## config.mk

```make
export PLATFORM = sky130hd
export DESIGN_NAME = wall_generator
export DESIGN_NICKNAME = d
export VERILOG_FILES = /design/src/rtl/hitw_pkg.sv /design/src/rtl/hole_rom.sv /design/src/rtl/wall_generator.sv
export SDC_FILE = /design/constraint.sdc
export NUM_CORES = 1
export LEC_CHECK = 0
export ABC_AREA = 0
export CAP_MARGIN = 30
export CORE_MARGIN = 5
export CORE_UTILIZATION = 35
export DETAILED_ROUTE_END_ITERATION = 8
export HOLD_SLACK_MARGIN = 0.03
export MAX_ROUTING_LAYER = met4
export PLACE_DENSITY_LB_ADDON = 0.15
export SYNTH_ARGS = -nofsm -noshare
export SYNTH_HDL_FRONTEND = slang
export SYNTH_SLANG_ARGS = --single-unit
```

## constraint.sdc

```tcl
create_clock -name clk_in -period 6.8 [get_ports clk_in]
set_input_delay 1.36 -clock clk_in [delete_from_list [all_inputs] [get_ports clk_in]]
set_output_delay 1.36 -clock clk_in [all_outputs]
set_load 0.02 [all_outputs]
```

## src/rtl/hitw_pkg.sv

```systemverilog
// Shared types for the approaching-wall generator: FSM states, hole rectangle
// record and the saturating depth helper.
package hitw_pkg;

  localparam int HOLE_W = 11;  // horizontal coordinate width
  localparam int HOLE_H = 10;  // vertical coordinate width

  typedef enum logic [1:0] {
    IDLE,
    APPROACH,
    HIT,
    DONE
  } wall_state_t;

  typedef struct packed {
    logic [HOLE_W-1:0] x0;
    logic [HOLE_W-1:0] x1;
    logic [HOLE_H-1:0] y0;
    logic [HOLE_H-1:0] y1;
  } hole_rect_t;

  function automatic logic [7:0] sat_sub(input logic [7:0] a, input logic [7:0] b);
    return (a < b) ? 8'd0 : a - b;
  endfunction

endpackage

```

## src/rtl/hole_rom.sv

```systemverilog
// Hole shape table: maps the latched hole index to a half-open rectangle
// [x0,x1) x [y0,y1) in screen coordinates.
module hole_rom
  import hitw_pkg::*;
(
  input  logic [1:0] sel,
  output hole_rect_t rect
);

  always_comb begin
    case (sel)
      2'd0:    rect = '{x0: 11'd512, x1: 11'd768,  y0: 10'd200, y1: 10'd520};
      2'd1:    rect = '{x0: 11'd200, x1: 11'd1080, y0: 10'd500, y1: 10'd700};
      2'd2:    rect = '{x0: 11'd560, x1: 11'd720,  y0: 10'd0,   y1: 10'd720};
      default: rect = '{x0: 11'd100, x1: 11'd400,  y0: 10'd100, y1: 10'd400};
    endcase
  end

endmodule

```

## src/rtl/wall_generator.sv

```systemverilog
// One round of an approaching wall with a selectable hole. Depth steps down
// on frame boundaries only; pixel outputs come out of a 2-stage pipeline.
module wall_generator
  import hitw_pkg::*;
#(
  parameter int          ACTIVE_H_PIXELS = 1280,
  parameter int          ACTIVE_LINES    = 720,
  parameter logic [7:0]  START_DEPTH     = 8'd255,
  parameter int          STEP_FRAMES     = 4,
  parameter logic [7:0]  DEPTH_STEP      = 8'd2,
  parameter logic [15:0] WALL_NEAR_COLOR = 16'hF800,
  parameter logic [15:0] WALL_FAR_COLOR  = 16'h7800
) (
  input  logic               clk_in,
  input  logic               rst_in,
  input  logic [HOLE_W-1:0]  h_count_in,
  input  logic [HOLE_H-1:0]  v_count_in,
  input  logic               new_frame_in,
  input  logic               start_in,
  input  logic [1:0]         hole_sel_in,
  input  logic [7:0]         player_depth_in,
  output logic [HOLE_W-1:0]  hcount_out,
  output logic [HOLE_H-1:0]  vcount_out,
  output logic               is_wall,
  output logic [15:0]        wall_color,
  output logic [7:0]         wall_depth,
  output logic               round_active,
  output logic               wall_hit
);

  localparam int                FW         = (STEP_FRAMES > 1) ? $clog2(STEP_FRAMES) : 1;
  localparam logic [FW-1:0]     LAST_FRAME = FW'(STEP_FRAMES - 1);
  localparam logic [HOLE_W-1:0] H_LIMIT    = HOLE_W'(ACTIVE_H_PIXELS);
  localparam logic [HOLE_H-1:0] V_LIMIT    = HOLE_H'(ACTIVE_LINES);

  wall_state_t   state, next_state;
  logic [7:0]    depth, next_depth;
  logic [FW-1:0] frame_cnt, next_frame_cnt;
  logic [1:0]    hole_sel, next_hole_sel;

  // NOTE: state registers use non-blocking assignments so every flop samples
  // pre-edge values regardless of process evaluation order.
  always_ff @(posedge clk_in or negedge rst_in) begin
    if (!rst_in) begin
      state     <= IDLE;
      depth     <= '0;
      frame_cnt <= '0;
      hole_sel  <= '0;
    end else begin
      state     <= next_state;
      depth     <= next_depth;
      frame_cnt <= next_frame_cnt;
      hole_sel  <= next_hole_sel;
    end
  end

  // NOTE: every always_comb output gets a default first so no path infers a latch.
  always_comb begin
    next_state     = state;
    next_depth     = depth;
    next_frame_cnt = frame_cnt;
    next_hole_sel  = hole_sel;
    case (state)
      IDLE: begin
        if (start_in) begin
          next_state     = APPROACH;
          next_depth     = START_DEPTH;
          next_frame_cnt = '0;
          next_hole_sel  = hole_sel_in;
        end
      end
      APPROACH: begin
        // Once the wall reaches the player the depth freezes for the rest of the round.
        if (depth <= player_depth_in) begin
          next_state = HIT;
        end else if (new_frame_in) begin
          if (frame_cnt == LAST_FRAME) begin
            next_frame_cnt = '0;
            next_depth     = sat_sub(depth, DEPTH_STEP);
          end else begin
            next_frame_cnt = frame_cnt + FW'(1);
          end
        end
      end
      HIT:     next_state = DONE;
      DONE:    if (new_frame_in) next_state = IDLE;
      default: next_state = IDLE;
    endcase
  end

  assign round_active = (state == APPROACH);
  assign wall_hit     = (state == HIT);
  assign wall_depth   = depth;

  hole_rect_t        rect, rect_d1;
  logic [HOLE_W-1:0] h_d1;
  logic [HOLE_H-1:0] v_d1;
  logic              active_d1;
  logic              in_hole;

  hole_rom u_hole_rom (
    .sel  (hole_sel),
    .rect (rect)
  );

  assign in_hole = (h_d1 >= rect_d1.x0) && (h_d1 < rect_d1.x1) &&
                   (v_d1 >= rect_d1.y0) && (v_d1 < rect_d1.y1);

  always_ff @(posedge clk_in or negedge rst_in) begin
    if (!rst_in) begin
      h_d1       <= '0;
      v_d1       <= '0;
      rect_d1    <= '0;
      active_d1  <= 1'b0;
      hcount_out <= '0;
      vcount_out <= '0;
      is_wall    <= 1'b0;
      wall_color <= '0;
    end else begin
      h_d1       <= h_count_in;
      v_d1       <= v_count_in;
      rect_d1    <= rect;
      active_d1  <= round_active;
      hcount_out <= h_d1;
      vcount_out <= v_d1;
      is_wall    <= active_d1 && (h_d1 < H_LIMIT) && (v_d1 < V_LIMIT) && !in_hole;
      wall_color <= depth[7] ? WALL_FAR_COLOR : WALL_NEAR_COLOR;
    end
  end

endmodule

```

==> run summary <==
status: finished clean
RSZ-0062 raised after global routing: no
Worst EP required: 7.04 ns
die height: 109 microns
Reg area: 1800 sq um
final wirelength: 6.90 mm
PwrDens: 298 nW/um^2
Avg Inst Size Synth: 11.9 sq um
Core Region: 9680 sq um
hold crit path type: reg -> reg
synth warn: 0
number of antenna violations at the first check in global routing: 0
# rows: 36
fillers: 917
GPL Wtd Cong: 0.769
asr flop ratio synth: 1.00
share of the synthesized area in the top cell type: 0.524
Max Cap Viol: 0
post-synth top area cell: dfrtp_1
maximum VDD drop: 174 uV
post-DP HPWL: 5.09 mm
synthesized cell area: 3440 sq um
setup bufs post-CTS: 0
CTS hold repair buffers: 0
Starting Density: 0.355
CTS Sinks: 72
Lkg Pwr: 2.09 nW
Hold Fails Final Rpt: 0
max-slew violations: 0
Clock Skews: 0.00792 ns
clk_lat worst skew: 0.35 ns
sequential share of the synthesized area: 0.524
drt first pass iters: 4
Least-Margin Pin Slew: 0.736 ns
#FFs+latches synth: 72
Num CTS Buffers: 9
Clock transition at path regs: 0.07 ns
TritonCTS clock tree: done
Longest Clk Path Bufs: 2
largest net degree at the start of global routing: 73
via count: 2277
I/O Pins: 83
f_max: 297 MHz
number of vias per cell: 4.53
crit share post-route: 0.495
Final ANT Viol Nets: 0
post-layout util: 0.462
Layout area overhead: 30.1%
Worst setup EP type: register
hold slack: 0.380 ns
Horiz. Die Dim: 109 microns
Worst setup SP type: input port
CTS root buffer: clkbuf_8
Post-synth EDFFs: 0
IO Port Bufs: 71
Worst EP arrival: 3.60 ns
prevailing post-synth register cell: dfrtp_1
First DRT Iteration DRCs: 40
H-tree levels: 3
total gr overflow: 0
Max FO, Critical Path: 5
DR DRC count: 0
nets: 450
Worst R2R Setup Slack: 4.44 ns
Post-CTS Resized: 0
Ant. Diodes: 0
top cells by area, synth: dfrtp_1, ha_1, inv_1
WL per Instance: 13.7 microns
Die Area: 11900 sq um
final setup fails: 0
global-route wire length before repair: 11.6 mm
Syn Inst Count: 290
kind of critical path: in -> reg
post-layout min period: 3.36 ns
total negative slack: 0 ns
share of layout cells above drive strength 1: 0.0811
multi-input combinational cell area: 1400 sq um
Total GRT Usage: 0.132
vias in the first global route: 2395
post-synthesis cell type count: 48
Rel. slew slack: 0.505
-- routing by layer --
metal  vias to the layer above  share of wire  global-route usage
met2                        49           0.49               0.207
met3                        10          0.052              0.0438
met4                         0          0.018              0.0514
li1                       1141              -                   -
met5                         -              0                   -
met1                      1077           0.44               0.159
-- through the flow --
| stage | total power, mW | worst slack, ns | area, sq um | std cells |
|---|---|---|---|---|
| 6_report | 1.33 | 3.44 | 4470 | 503 |
| 5_1_grt | 1.45 | 3.31 | 4470 | 503 |
| 4_1_cts | 1.36 | 3.43 | 4450 | 502 |
| 3_5_place_dp | 0.973 | 3.09 | 4230 | 487 |
| 3_3_place_gp | 0.964 | 3.10 | 4230 | 487 |
| 2_1_floorplan | 0.835 | 3.69 | 3470 | 300 |
-- synthesized netlist by cell type (all sizes together) (2+ instances only) --
library cell	count
dfrtp	72
ha	49
inv	39
buf	15
nand2	9
nor2	9
o211ai	8
o31ai	8
o21ai	7
a21oi	6
nand4	6
or2	5
a21o	4
nand2b	4
nand3	4
a211oi	3
a31oi	3
mux2	3
nor2b	3
o311ai	3
or4	3
a2111oi	2
a211o	2
and3	2
clkbuf	2
conb	2
nor3	2
o21a	2
-- final timing paths --
path                                      startpoint                      end  depth (start not counted)
max reg2reg                wall_depth[5]$_DFFE_PN0P_     state[1]$_DFFE_PN0P_                          6
max                               player_depth_in[5]     state[1]$_DFFE_PN0P_                          8
min in group asynchronous                     rst_in  vcount_out[2]$_DFF_PN0_                          1
min reg2reg                        v_d1[0]$_DFF_PN0_  vcount_out[0]$_DFF_PN0_                          0
min                                v_d1[0]$_DFF_PN0_  vcount_out[0]$_DFF_PN0_                          0
max in group asynchronous                     rst_in  vcount_out[1]$_DFF_PN0_                          2
-- where the power goes --
part | internal, mW | total, mW | switching [mW]
Sequential | 0.497 | 0.538 | 0.0411
Combinational | 0.193 | 0.420 | 0.227
Clock | 0.224 | 0.374 | 0.150
-- critical path, cell delays in order --
cell and delay, ns:
clkdlybuf4s50_1 0.45, inv_1 0.04, ha_1 0.29, a211o_2 0.34, a21oi_2 0.20, nand3_1 0.24
a31oi_1 0.32, mux2_2 0.37
-- cells in the final DEF (no fill, tap or decap), types with 2 or more instances in the layout --
cell type and instances:
inv_1 39, nand2_1 9, dfrtp_1 72, nor2b_1 3, mux2_2 3, o311ai_0 3
a21o_1 4, o31ai_1 8, o211ai_1 7, nand3_1 4, a2111oi_0 2, bufinv_16 2
nand2b_1 3, nand4_1 6, a211oi_1 3, o21ai_0 7, clkdlybuf4s50_1 70, or4_1 3
nor2_1 9, a31oi_1 3, nor3_1 2, a21oi_1 5, conb_1 12, clkbuf_8 11
ha_1 49, or2_2 5
-- layout make-up --
class / instances / share of cell area
sequential: 72 / 0.403
multi-input combinational: 172 / 0.314
timing repair buffer: 72 / 0.164
tap: 133 / 0.0372
clock buffer: 12 / 0.0347
inverter: 39 / 0.0327
clock inverter: 3 / 0.0145
-- flip-flops by register name, indices dropped and copies added (netlist names) --
signal / cells
rect_d1: 12
h_d1: 11
hcount_out: 11
v_d1: 10
vcount_out: 10
wall_depth: 8
frame_cnt: 2
hole_sel: 2
state: 2
wall_color: 2
active_d1: 1
is_wall: 1
-- kinds of logic after synthesis --
kind of cell               count (synthesis)  synth area share
DFF                                       72             0.524
other                                      2           0.00219
adders and majority gates                 49             0.178
and+or+nand+nor                           54            0.0899
buffers and inverters                     56            0.0786
muxes                                      4            0.0127
AOI/OAI and AO/OA                         53             0.114
(Power assumes the default switching activity.)
